==> config.mk <==
export PLATFORM = sky130hd
export DESIGN_NAME = pwm_capture
export DESIGN_NICKNAME = d
export VERILOG_FILES = /design/src/rtl/pwm_capture_pkg.sv /design/src/rtl/pwm_capture_sync_edge.sv /design/src/rtl/pwm_capture.sv
export SDC_FILE = /design/constraint.sdc
export NUM_CORES = 1
export LEC_CHECK = 0
export CAP_MARGIN = 10
export CORE_UTILIZATION = 35
export CTS_CLUSTER_SIZE = 16
export DETAILED_ROUTE_END_ITERATION = 16
export GPL_TIMING_DRIVEN = 0
export PLACE_DENSITY = 0.64
export SLEW_MARGIN = 25
export SYNTH_ARGS = -nofsm -noshare
export SYNTH_HDL_FRONTEND = slang
export SYNTH_SLANG_ARGS = --single-unit
==> constraint.sdc <==
create_clock -name clk -period 3.45 [get_ports clk]
set_input_delay 1.035 -clock clk [delete_from_list [all_inputs] [get_ports clk]]
set_output_delay 1.035 -clock clk [all_outputs]
set_load 0.01 [all_outputs]
==> src/rtl/pwm_capture_pkg.sv <==
// Register map, bit positions, FSM encoding and counter helper shared by the
// PWM capture block and its sub-modules.
package pwm_capture_pkg;

    localparam int CSR_AW   = 5;
    localparam int CSR_DW   = 8;
    localparam int CNT_W    = 16;
    localparam int NUM_REGS = 6;

    localparam logic [2:0] OFF_CTRL     = 3'd0;
    localparam logic [2:0] OFF_STATUS   = 3'd1;
    localparam logic [2:0] OFF_PERIOD_L = 3'd2;
    localparam logic [2:0] OFF_PERIOD_H = 3'd3;
    localparam logic [2:0] OFF_HIGH_L   = 3'd4;
    localparam logic [2:0] OFF_HIGH_H   = 3'd5;

    localparam int CTRL_EN_BIT      = 7;
    localparam int CTRL_IRQ_EN_BIT  = 6;
    localparam int CTRL_INV_BIT     = 0;
    localparam int STATUS_VALID_BIT = 7;
    localparam int STATUS_OVF_BIT   = 6;

    localparam logic [CNT_W-1:0] CNT_MAX = '1;

    typedef enum logic {
        IDLE    = 1'b0,
        MEASURE = 1'b1
    } state_t;

    typedef struct packed {
        logic en;
        logic irq_en;
        logic inv;
    } ctrl_t;

    function automatic logic [CNT_W-1:0] sat_inc(input logic [CNT_W-1:0] v,
                                                 input logic             inc);
        return (inc && (v != CNT_MAX)) ? v + CNT_W'(1) : v;
    endfunction

endpackage

==> src/rtl/pwm_capture_sync_edge.sv <==
// Multi-flop synchronizer for an asynchronous input with optional inversion
// and a single-cycle rising-edge strobe on the (possibly inverted) level.
module sync_edge #(
    parameter int SYNC_STAGES = 2
) (
    input  logic clk,
    input  logic rst,
    input  logic async_in,
    input  logic inv,
    output logic lvl,
    output logic rise
);

    logic [SYNC_STAGES-1:0] sync_q;
    logic [SYNC_STAGES-1:0] sync_d;
    logic                   lvl_dly_q;
    logic                   lvl_dly_d;

    always_comb begin
        sync_d    = {sync_q[SYNC_STAGES-2:0], async_in};
        lvl_dly_d = lvl;
    end

    assign lvl  = sync_q[SYNC_STAGES-1] ^ inv;
    assign rise = lvl & ~lvl_dly_q;

    // NOTE: state flops use non-blocking assignments so every flop samples
    // the pre-edge value of its neighbours, just like real hardware.
    always_ff @(posedge clk or posedge rst) begin
        if (rst) begin
            sync_q    <= '0;
            lvl_dly_q <= 1'b0;
        end else begin
            sync_q    <= sync_d;
            lvl_dly_q <= lvl_dly_d;
        end
    end

endmodule

==> src/rtl/pwm_capture.sv <==
// PWM / tach capture: measures period and high time of pwm_in in sample_ce
// units and exposes the result through the byte-wide CSR bus.
module pwm_capture
    import pwm_capture_pkg::*;
#(
    parameter logic [CSR_AW-1:0] BASE_ADDR   = 5'h0,
    parameter int                SYNC_STAGES = 2
) (
    input  logic              clk,
    input  logic              rst,
    input  logic [CSR_AW-1:0] csr_a,
    input  logic [CSR_DW-1:0] csr_di,
    input  logic              csr_we,
    output logic [CSR_DW-1:0] csr_do,
    input  logic              sample_ce,
    input  logic              pwm_in,
    output logic              irq
);

    state_t            state_q, state_d;
    ctrl_t             ctrl_q, ctrl_d;
    logic [CNT_W-1:0]  period_cnt_q, period_cnt_d;
    logic [CNT_W-1:0]  high_cnt_q, high_cnt_d;
    logic [CNT_W-1:0]  period_q, period_d;
    logic [CNT_W-1:0]  high_q, high_d;
    logic              valid_q, valid_d;
    logic              ovf_q, ovf_d;
    logic              irq_q, irq_d;

    logic              lvl;
    logic              rise;
    logic [CSR_AW-1:0] offset;
    logic              in_range;
    logic [2:0]        reg_sel;
    logic              ctrl_wr;
    logic              status_wr;
    logic              clr_valid;
    logic              clr_ovf;
    logic              latch_ok;
    logic              set_valid;
    logic              set_ovf;
    logic [CNT_W-1:0]  reload;

    sync_edge #(
        .SYNC_STAGES(SYNC_STAGES)
    ) u_sync_edge (
        .clk     (clk),
        .rst     (rst),
        .async_in(pwm_in),
        .inv     (ctrl_q.inv),
        .lvl     (lvl),
        .rise    (rise)
    );

    assign offset    = csr_a - BASE_ADDR;
    assign in_range  = (offset < CSR_AW'(NUM_REGS));
    assign reg_sel   = offset[2:0];
    assign ctrl_wr   = csr_we && in_range && (reg_sel == OFF_CTRL);
    assign status_wr = csr_we && in_range && (reg_sel == OFF_STATUS);
    assign clr_valid = status_wr && csr_di[STATUS_VALID_BIT];
    assign clr_ovf   = status_wr && csr_di[STATUS_OVF_BIT];
    assign reload    = {{(CNT_W-1){1'b0}}, sample_ce};

    // A result only lands when software has consumed the previous one, so a
    // 16-bit pair is never overwritten between its two byte reads.
    assign latch_ok  = ~valid_q | clr_valid;

    // Reserved CTRL/STATUS write bits are intentionally ignored.
    logic unused_csr_di;
    assign unused_csr_di = ^csr_di[5:1];

    // NOTE: every output of a combinational block gets a default first so no
    // path leaves it unassigned and no latch is inferred.
    always_comb begin
        state_d      = state_q;
        period_cnt_d = period_cnt_q;
        high_cnt_d   = high_cnt_q;
        period_d     = period_q;
        high_d       = high_q;
        set_valid    = 1'b0;
        set_ovf      = 1'b0;

        if (!ctrl_q.en) begin
            state_d      = IDLE;
            period_cnt_d = '0;
            high_cnt_d   = '0;
        end else begin
            unique case (state_q)
                IDLE: begin
                    period_cnt_d = '0;
                    high_cnt_d   = '0;
                    if (rise) begin
                        state_d      = MEASURE;
                        period_cnt_d = reload;
                        high_cnt_d   = reload;
                    end
                end
                MEASURE: begin
                    if (rise) begin
                        if (latch_ok) begin
                            period_d  = period_cnt_q;
                            high_d    = high_cnt_q;
                            set_valid = 1'b1;
                        end
                        period_cnt_d = reload;
                        high_cnt_d   = reload;
                    end else if (period_cnt_q == CNT_MAX) begin
                        set_ovf      = 1'b1;
                        state_d      = IDLE;
                        period_cnt_d = '0;
                        high_cnt_d   = '0;
                    end else begin
                        period_cnt_d = sat_inc(period_cnt_q, sample_ce);
                        high_cnt_d   = sat_inc(high_cnt_q, sample_ce & lvl);
                    end
                end
                default: state_d = IDLE;
            endcase
        end
    end

    always_comb begin
        ctrl_d = ctrl_q;
        if (ctrl_wr) begin
            ctrl_d.en     = csr_di[CTRL_EN_BIT];
            ctrl_d.irq_en = csr_di[CTRL_IRQ_EN_BIT];
            ctrl_d.inv    = csr_di[CTRL_INV_BIT];
        end
        // Set has priority over a same-cycle write-one-to-clear.
        valid_d = set_valid | (valid_q & ~clr_valid);
        ovf_d   = set_ovf   | (ovf_q   & ~clr_ovf);
        irq_d   = ctrl_q.irq_en & (valid_q | ovf_q);
    end

    always_ff @(posedge clk or posedge rst) begin
        if (rst) begin
            state_q      <= IDLE;
            ctrl_q       <= '0;
            period_cnt_q <= '0;
            high_cnt_q   <= '0;
            period_q     <= '0;
            high_q       <= '0;
            valid_q      <= 1'b0;
            ovf_q        <= 1'b0;
            irq_q        <= 1'b0;
        end else begin
            state_q      <= state_d;
            ctrl_q       <= ctrl_d;
            period_cnt_q <= period_cnt_d;
            high_cnt_q   <= high_cnt_d;
            period_q     <= period_d;
            high_q       <= high_d;
            valid_q      <= valid_d;
            ovf_q        <= ovf_d;
            irq_q        <= irq_d;
        end
    end

    assign irq = irq_q;

    always_comb begin
        csr_do = '0;
        if (in_range) begin
            case (reg_sel)
                OFF_CTRL: begin
                    csr_do[CTRL_EN_BIT]     = ctrl_q.en;
                    csr_do[CTRL_IRQ_EN_BIT] = ctrl_q.irq_en;
                    csr_do[CTRL_INV_BIT]    = ctrl_q.inv;
                end
                OFF_STATUS: begin
                    csr_do[STATUS_VALID_BIT] = valid_q;
                    csr_do[STATUS_OVF_BIT]   = ovf_q;
                end
                OFF_PERIOD_L: csr_do = period_q[7:0];
                OFF_PERIOD_H: csr_do = period_q[15:8];
                OFF_HIGH_L:   csr_do = high_q[7:0];
                OFF_HIGH_H:   csr_do = high_q[15:8];
                default:      csr_do = '0;
            endcase
        end
    end

endmodule

==> results of run 1 <==
[through the flow]
| stage | std cells | setup WS, ns | hold WS [ns] |
|---|---|---|---|
| after global routing | 508 | 0.0209 | 0.394 |
| after detailed placement | 491 | -0.649 | 0.354 |
| final | 508 | 0.0770 | 0.373 |
| after global placement | 490 | -0.680 | 0.343 |
| after floorplan | 337 | 0.328 | 0.331 |
| after CTS | 508 | 0.0364 | 0.385 |
[final cells by class]
type | count | area [µm²] | share of cell area
plain buffers | 16 | 149 | 0.0341
repair buffers | 19 | 184 | 0.0421
flip-flops and latches | 74 | 1850 | 0.424
clock buffers | 10 | 128 | 0.0292
inverters | 12 | 47.5 | 0.0109
multi-input cells | 235 | 1770 | 0.405
well taps | 136 | 170 | 0.0390
clock inverters | 6 | 67.6 | 0.0155
[critical path, delay by kind of cell]
kind                   cells  cell delay, ns
AO/OA/AOI/OAI              2            0.36
buffers and inverters      3            0.77
AND/OR/NAND/NOR            1            0.15
[power groups by stage]
stage               Sequential, µW  Clock (µW)  Combinational (µW)
floorplan                      923           0                 103
global placement               927           0                 145
detailed placement             928           0                 150
CTS                            911         688                 155
global route                   915         733                 170
finish                         912         675                 153
[cells in the final DEF (no fill, tap or decap), types with 2 or more instances in the layout]
cell type and n:
buf_6 5, o21ai_0 7, or4_2 2, clkinvlp_4 2
ha_1 2, clkdlybuf4s50_1 9, and3_1 3, nand2b_1 2
xor2_1 4, nor2_1 18, nor4_4 2, o21a_1 2
nor3_1 5, inv_1 10, or4_4 2, o31ai_1 8
nand4_1 8, buf_8 2, or4_1 5, nand2_1 14
mux2i_1 15, a22oi_1 3, or3_1 8, xnor2_1 11
nand4_2 2, buf_2 4, clkbuf_1 2, mux2_2 36
a21oi_1 13, nand3_1 17, nor2b_1 4, and2_1 8
nor4_1 9, o22ai_1 9, dlygate4sd2_1 7, dfrtp_1 74
buf_4 5, clkbuf_8 10, clkinv_4 2
[cell families after synthesis]
logic type               count (synthesis)  share of synthesized area
buffers and inverters                   28                     0.0459
AND/OR/NAND/NOR                        116                      0.186
flip-flops                              74                      0.489
multiplexers                            53                      0.156
adder cells (fa/ha/maj)                  2                    0.00660
AO/OA/AOI/OAI                           49                     0.0829
XOR/XNOR                                15                     0.0347
[sequential cells by signal, indices dropped and copies added, names as in the netlist]
signal                 cells
u_sync_edge.sync_q         2
period_cnt_q              16
ctrl_q                     3
high_cnt_q                16
period_q                  16
u_sync_edge.lvl_dly_q      1
irq                        1
state_q                    1
ovf_q                      1
high_q                    16
valid_q                    1
[repair_timing]
action,in CTS,in global routing
cloned,0,0
endpoints found under the setup margin,8,1
gates resized for setup,19,1
hold endpoints to repair,0,0
pin swaps,2,1
setup buffers,1,0
[metal layers]
layer,up-vias,part of all wire
met2,53,0.47
met5,-,0
met3,13,0.039
met1,1359,0.47
met4,0,0.019
li1,1299,-
[path summary, 6_finish.rpt]
path,depth (start not counted),to,slack [ns]
min reg2reg,0,u_sync_edge.sync_q[1],0.37
max in group asynchronous,3,period_q[9],1.82
max reg2reg,7,high_cnt_q[2],1.38
min in group asynchronous,2,high_q[12],1.07
min,0,u_sync_edge.sync_q[1],0.37
max,6,csr_do[4],0.08
==> flow_metrics.py, run 1 <==
metrics = {
    "run_status": {
        "outcome": "finished, final reports clean",
    },
    "final_layout": {
        "postLayoutCellArea_mm2": 0.00437,
        "drive_above_1_share": 0.239,
        "area_delta_synth_final_pct": 15.3,
        "nFillCells": 1003,
        "finalNetCount": 387,
        "diodes": 0,
        "final_util": 0.419,
    },
    "synthesis": {
        "synth_area_leader_cell": "dfrtp_1",
        "ys.flop_type": "dfrtp_1",
        "async_reset_ff_frac": 1.00,
        "synth-warning-count": 0,
        "postSynthAreaPerCell_um2": 11.2,
        "synth_top_area_frac": 0.489,
        "yosysSeqAreaShare": 0.489,
        "ys_top_cells_by_area": "dfrtp_1 (49%), mux2_2 (11%), mux2i_1 (4.0%)",
        "synthTopCellsByCount": "dfrtp_1 (74), mux2_2 (36), nor2_1 (19), nand3_1 (17), mux2i_1 (15)",
        "yosysMostFrequentCell": "dfrtp_1",
        "synth.distinct_cells": 51,
        "syn_inst": 337,
        "synth-edff-count": 0,
        "syn_area_mm2": 0.00379,
        "ys_ff_latch": 74,
        "synth_fp_nets": 357,
    },
    "sta": {
        "setup_viol": 0,
        "finalHoldViolations": 0,
        "tns_ns": 0,
        "drv_slew": 0,
        "worst_slew_pin_slew_ns": 0.646,
        "max_freq_ghz": 0.296,
        "finalCriticalPeriod_ns": 3.37,
        "rsz0062_at_grt": "false",
        "finalCritPeriodShare": 0.978,
        "slew_headroom": 0.565,
        "finalClockSkew_ns": 0.0146,
    },
    "global_routing": {
        "busiest_layer": "met2",
        "track_usage": 0.169,
        "grt_pass1_wl_um": 14600,
        "grt_max_degree": 40,
        "grt_pass1_vias": 2866,
        "use_met2": 0.258,
        "use_met3": 0.0270,
        "grt.overflow.total": 0,
        "antenna_found_initial": 0,
        "use_met1": 0.236,
    },
    "die": {
        "start_util": 0.364,
        "die_area_mm2": 0.0112,
        "io_pins": 27,
        "num_rows": 37,
        "fp.dieH_um": 106,
        "die_w_um": 106,
        "coreArea_mm2": 0.0104,
    },
    "pwr": {
        "p_sw_frac": 0.259,
        "power_density_mw_per_mm2": 398,
        "p_int_uw": 1290,
        "total_power_uw": 1740,
        "ir_drop_mv": 0.158,
        "leakage_uw": 0.00184,
        "p_sw_uw": 451,
        "clockPowerShare": 0.388,
        "power_frac_comb": 0.088,
        "power_frac_seq": 0.524,
    },
    "critical_path": {
        "crit_fanout": 10,
        "cp-end-kind": "output pin",
        "r2r_start": "ctrl_q[0]",
        "crit_chain": "clkdlybuf4s50_1 -> nor2_2 -> clkbuf_8 -> o21ai_0 -> a211oi_2 -> buf_2",
        "crit_type": "input pin to output pin",
        "required_ns": 2.41,
        "max_stage_delay_ns": 0.42,
        "cp_slowest_cell": "clkdlybuf4s50_1",
        "critical_path_arrival_ns": 2.34,
        "worst_setup_path_start_kind": "input pin",
        "crit_start": "csr_a[4]",
    },
    "min_path": {
        "hold_path_class": "flop to flop",
        "hp-start": "u_sync_edge.sync_q[0]",
    },
    "cts": {
        "insertion_delay_ns": 0.36,
        "cts_made_buffers": 9,
        "hold_buffers": 0,
        "tritoncts": "done",
        "clockRootBuffer": "clkbuf_8",
        "path_clk_slew_ns": 0.09,
        "cts_sinks": 74,
        "clock_path_buffers": 2,
        "htree_levels": 3,
    },
    "drt": {
        "drc": 0,
        "avgViaCountPerCell": 5.36,
        "drt_wl_total_um": 8440,
        "drtPass1Iterations": 4,
        "ant_nets": 0,
        "vias": 2724,
        "wire_per_inst_um": 16.6,
        "drt_iter0_drc": 244,
    },
    "placement": {
        "dp_hpwl_um": 6060,
        "gp_congestion": 0.783,
        "postPlaceCellArea_mm2": 0.00415,
        "io_buffers": 17,
    },
    "job": {
        "cap_violations": 0,
    },
}
No activity file was read; power rests on OpenSTA's default activity.
==> run 2, diff against run 1 <==
CORE_MARGIN = 8   (was not set)
==> run 2 against run 1 <==
Net effect: highest routed layer unchanged; total power grew 0.23%; largest cell class unchanged; clock skew shrank 0.0070 ns; final cell count up 0.98%; sequential share of layout area is 0.18 points lower; clock power about the same.
==> flow_metrics.py, run 2 (synthesized netlist as in run 1, its figures left out) <==
metrics = {
    "placement": {
        "io_buffers": 17,
        "dp.cells": 495,
        "gp_congestion": 0.799,
        "postPlaceCellArea_mm2": 0.00416,
        "dp_hpwl_um": 6220,
    },
    "critical_path": {
        "r2r_start": "period_cnt_q[7]",
        "crit_type": "input pin to output pin",
        "reg2reg_to": "high_cnt_q[2]",
        "r2r_cells": 7,
        "required_ns": 2.41,
        "crit_fanout": 9,
        "worst_setup_path_start_kind": "input pin",
        "cp-end-kind": "output pin",
        "r2r_slack_ns": 1.40,
        "critical_path_arrival_ns": 2.30,
    },
    "global_routing": {
        "track_usage": 0.125,
        "grt_max_degree": 55,
        "grt.overflow.total": 0,
        "grt_pass1_wl_um": 14300,
        "grt_pass1_vias": 2787,
        "use_met1": 0.160,
        "antenna_found_initial": 0,
        "busiest_layer": "met2",
        "use_met3": 0.0357,
        "use_met2": 0.196,
    },
    "cts": {
        "clock_path_buffers": 2,
        "tritoncts": "done",
        "path_clk_slew_ns": 0.07,
        "cts_made_buffers": 9,
        "insertion_delay_ns": 0.35,
        "hold_buffers": 0,
        "htree_levels": 3,
        "clockRootBuffer": "clkbuf_8",
        "cts_sinks": 74,
    },
    "final_layout": {
        "regArea_mm2": 0.00185,
        "postLayoutCellArea_mm2": 0.00439,
        "area_delta_synth_final_pct": 15.8,
        "drive_above_1_share": 0.236,
        "multi_input_area_mm2": 0.00177,
        "layout_commonest_cell": "dfrtp_1",
        "diodes": 0,
        "nFillCells": 1006,
        "final_cell_mix": "dfrtp_1 (74), mux2_2 (36), nor2_1 (18)",
        "final_cells": 513,
        "finalNetCount": 388,
    },
    "die": {
        "num_rows": 38,
        "coreArea_mm2": 0.0107,
        "die_w_um": 120,
        "io_pins": 27,
        "die_area_mm2": 0.0144,
        "fp.dieH_um": 120,
        "start_util": 0.354,
    },
    "drt": {
        "vias": 2689,
        "drtPass1Iterations": 5,
        "drc": 0,
        "avgViaCountPerCell": 5.24,
        "drt_wl_total_um": 8430,
        "wire_per_inst_um": 16.4,
        "ant_nets": 0,
        "drt_iter0_drc": 238,
    },
    "sta": {
        "finalCritPeriodShare": 0.967,
        "max_freq_ghz": 0.300,
        "finalCriticalPeriod_ns": 3.34,
        "timing.hold.ws_ns": 0.361,
        "drv_slew": 0,
        "setup_viol": 0,
        "finalClockSkew_ns": 0.00760,
        "slew_headroom": 0.541,
        "finalHoldViolations": 0,
        "worst_slew_pin_slew_ns": 0.683,
        "rsz0062_at_grt": "false",
    },
    "run_status": {
        "outcome": "finished, final reports clean",
    },
    "min_path": {
        "hold_path_class": "flop to flop",
        "hp-start": "u_sync_edge.sync_q[0]",
        "worst_hold_path.num_cells": 0,
        "whs_endpoint": "u_sync_edge.sync_q[1]",
    },
    "pwr": {
        "leakage_uw": 0.00186,
        "ir_drop_mv": 0.182,
        "power_density_mw_per_mm2": 398,
    },
    "job": {
        "cap_violations": 0,
    },
}
==> run 2: cell count changes in the layout (fill, tap and decap cells not counted), sizes merged <==
cell and change:
buf +1, clkinvlp -2, clkbuf +4, clkinv -2
==> run 2: worst max-delay path by stage <==
| stage | from | end | slack [ns] | cells after the start |
|---|---|---|---|---|
| 6_report | csr_a[4] | csr_do[4] | 0.11 | 6 |
| 3_5_place_dp | csr_a[3] | csr_do[4] | -0.66 | 6 |
| 5_1_grt | csr_a[4] | csr_do[4] | 0.007 | 6 |
| 4_1_cts | csr_a[3] | csr_do[4] | 0.02 | 6 |
| 2_1_floorplan | csr_a[0] | csr_do[0] | 0.33 | 5 |
| 3_3_place_gp | rst | period_cnt_q[6] | -0.73 | 2 |
==> run 2: power by group <==
group	switching (µW)	internal (µW)
registers	22.7	890
logic	87.7	65.6
clock network	304	374
total	415	1330
==> run 2: final cells by class <==
| cell class | count | area share |
|---|---|---|
| sequential | 74 | 0.422 |
| multi-input combinational | 235 | 0.404 |
| clock inverter | 2 | 0.00799 |
| buffer | 16 | 0.0331 |
| inverter | 12 | 0.0108 |
| clock buffer | 14 | 0.0371 |
| tap | 140 | 0.0399 |
| timing repair buffer | 20 | 0.0454 |
==> run 2: timing repair <==
| item | CTS | global route |
|---|---|---|
| resized for setup | 18 | 1 |
| endpoints found under the hold margin | 0 | 0 |
| setup buffers | 0 | 2 |
| pin swaps | 1 | 2 |
| endpoints found under the setup margin | 8 | 1 |
==> run 2: worst max-delay path, cell delays in order <==
cell             delay, ns
clkdlybuf4s50_1       0.42
nor2_2                0.16
clkbuf_8              0.18
o21ai_0               0.10
a211oi_2              0.23
buf_2                 0.17
==> run 2: per-stage QoR <==
step | setup WS (ns) | setup TNS [ns] | power (µW) | util
finish | 0.115 | 0 | 1740 | 0.410
floorplan | 0.328 | 0 | 1030 | -
CTS | 0.0230 | 0 | 1760 | 0.409
global route | 0.00739 | 0 | 1820 | 0.410
detailed placement | -0.661 | -3.36 | 1080 | 0.389
global placement | -0.732 | -56.96 | 1070 | 0.386
==> run 2: layer usage <==
metal / wire length, µm / part of all wire
met2: 3960 / 0.47
met5: 0 / 0
met1: 4010 / 0.48
met4: 160 / 0.019
met3: 305 / 0.036
==> run 3, diff against run 2 <==
CELL_PAD_IN_SITES_DETAIL_PLACEMENT = 1   (was not set)
CELL_PAD_IN_SITES_GLOBAL_PLACEMENT = 1   (was not set)
PLACE_DENSITY = 0.74   (was 0.64)
==> run 3 against run 2 <==
Net effect: first-iteration DRC count is 26% lower; final cell count is 0.39% lower; critical endpoint is now csr_do[6]; global-route usage is 1.9 points higher; total power is 5.0% higher; critical path depth stayed put; highest routed layer unchanged; sequential power hardly changed; maximum frequency is 0.72% lower.
==> flow_metrics.py, run 3 (synthesized netlist as in run 1, its figures left out) <==
metrics = {
    "critical_path": {
        "r2r_cells": 7,
        "cp-end-kind": "output pin",
        "crit_type": "input pin to output pin",
        "crit_fanout": 10,
        "max_stage_delay_ns": 0.54,
        "worst_setup_path_start_kind": "input pin",
        "crit_buf_inv": 3,
        "critical_path_arrival_ns": 2.32,
        "worst_path_dominant_cell_family": "multiplexers",
        "cp_slowest_cell": "mux4_2",
        "r2r_start": "period_cnt_q[6]",
        "crit_chain": "buf_4 -> mux4_2 -> inv_1 -> o22ai_1 -> and2_1 -> dlygate4sd2_1",
        "required_ns": 2.41,
        "r2r_slack_ns": 1.27,
        "reg2reg_to": "high_cnt_q[4]",
    },
    "die": {
        "num_rows": 38,
        "fp.dieH_um": 120,
        "die_w_um": 120,
        "die_area_mm2": 0.0144,
        "coreArea_mm2": 0.0107,
        "io_pins": 27,
        "start_util": 0.354,
    },
    "final_layout": {
        "final_cell_mix": "dfrtp_1 (74), mux2_2 (36), nor2_1 (18)",
        "final_cells": 511,
        "finalNetCount": 386,
        "postLayoutCellArea_mm2": 0.00441,
        "regArea_mm2": 0.00185,
        "nFillCells": 1185,
        "diodes": 0,
        "multi_input_area_mm2": 0.00177,
        "drive_above_1_share": 0.243,
        "area_delta_synth_final_pct": 16.3,
        "layout_commonest_cell": "dfrtp_1",
    },
    "drt": {
        "vias": 2751,
        "drc": 0,
        "drtPass1Iterations": 4,
        "drt_wl_total_um": 9880,
        "drt_iter0_drc": 177,
        "wire_per_inst_um": 19.3,
        "avgViaCountPerCell": 5.38,
        "ant_nets": 0,
    },
    "global_routing": {
        "grt_pass1_wl_um": 16300,
        "use_met2": 0.232,
        "grt_max_degree": 50,
        "use_met3": 0.0319,
        "track_usage": 0.144,
        "use_met1": 0.185,
        "antenna_found_initial": 0,
        "busiest_layer": "met2",
        "grt_pass1_vias": 2957,
        "grt.overflow.total": 0,
    },
    "sta": {
        "drv_slew": 0,
        "rsz0062_at_grt": "false",
        "slew_headroom": 0.542,
        "finalClockSkew_ns": 0.0132,
        "worst_slew_pin_slew_ns": 0.681,
        "max_freq_ghz": 0.298,
        "finalHoldViolations": 0,
        "finalCriticalPeriod_ns": 3.36,
        "finalCritPeriodShare": 0.974,
        "setup_viol": 0,
    },
    "placement": {
        "dp.cells": 495,
        "dp_hpwl_um": 7150,
        "postPlaceCellArea_mm2": 0.00416,
        "gp_congestion": 0.790,
        "io_buffers": 17,
    },
    "pwr": {
        "leakage_uw": 0.00185,
        "total_power_uw": 1830,
        "power_density_mw_per_mm2": 416,
        "ir_drop_mv": 0.161,
    },
    "cts": {
        "hold_buffers": 0,
        "clock_path_buffers": 2,
        "htree_levels": 3,
        "cts_made_buffers": 9,
        "cts_setup_buffers": 0,
        "tritoncts": "done",
        "path_clk_slew_ns": 0.09,
        "insertion_delay_ns": 0.37,
        "cts_sinks": 74,
        "clockRootBuffer": "clkbuf_8",
    },
    "job": {
        "cap_violations": 0,
    },
    "min_path": {
        "hold_path_class": "flop to flop",
        "hp-start": "u_sync_edge.sync_q[0]",
        "worst_hold_path.num_cells": 0,
        "whs_endpoint": "u_sync_edge.sync_q[1]",
    },
    "run_status": {
        "outcome": "finished, final reports clean",
    },
}
run 3: worst register-to-register path: stages, from the launching register on:
cell and delay (ns):
dfrtp_1 0.47, nand4_2 0.27, or4_1 0.63, buf_2 0.19
nand2_1 0.11, buf_6 0.18, buf_8 0.15, a21oi_1 0.05
run 3: how the worst max path moves through the flow:
stage / from / endpoint / slack, ns / depth (start not counted)
6_report: csr_a[2] / csr_do[6] / 0.09 / 6
4_1_cts: csr_a[3] / csr_do[4] / 0.006 / 6
2_1_floorplan: csr_a[0] / csr_do[0] / 0.33 / 5
3_5_place_dp: csr_a[3] / csr_do[4] / -0.61 / 6
3_3_place_gp: rst / period_q[8] / -0.73 / 2
5_1_grt: csr_a[2] / csr_do[6] / 0.03 / 6
run 3: final cells by class:
cell class              instances  share of cell area
repair buffers                 18              0.0417
inverters                      12              0.0108
plain buffers                  16              0.0355
well taps                     140              0.0398
clock inverters                 7              0.0213
clock buffers                   9              0.0281
flip-flops and latches         74               0.420
multi-input cells             235               0.403
run 3: routing by layer:
| layer | vias to the layer above | routed length (µm) |
|---|---|---|
| met5 | - | 0 |
| met4 | 0 | 131 |
| met3 | 10 | 335 |
| met2 | 33 | 4790 |
| met1 | 1410 | 4630 |
| li1 | 1298 | - |
run 3: report_power, final:
part | total, µW | switching [µW] | leakage (µW) | internal (µW)
Combinational | 158 | 92.4 | 0.000731 | 65.7
Sequential | 912 | 22.7 | 0.00102 | 889
Clock | 762 | 356 | 0.000105 | 406
run 3: timing repair:
item	in CTS	in global routing
resized for setup	21	1
cloned	0	0
setup endpoints to repair	8	1
pin swaps	0	0
run 3: metrics by stage:
step           hold slack (ns)  TNS (ns)  worst slack, ns   util
2_1_floorplan            0.331         0            0.328      -
3_3_place_gp             0.343    -56.60           -0.729  0.386
3_5_place_dp             0.342     -3.24           -0.605  0.389
4_1_cts                  0.384         0          0.00560  0.412
5_1_grt                  0.395         0           0.0264  0.412
6_report                 0.382         0           0.0908  0.412
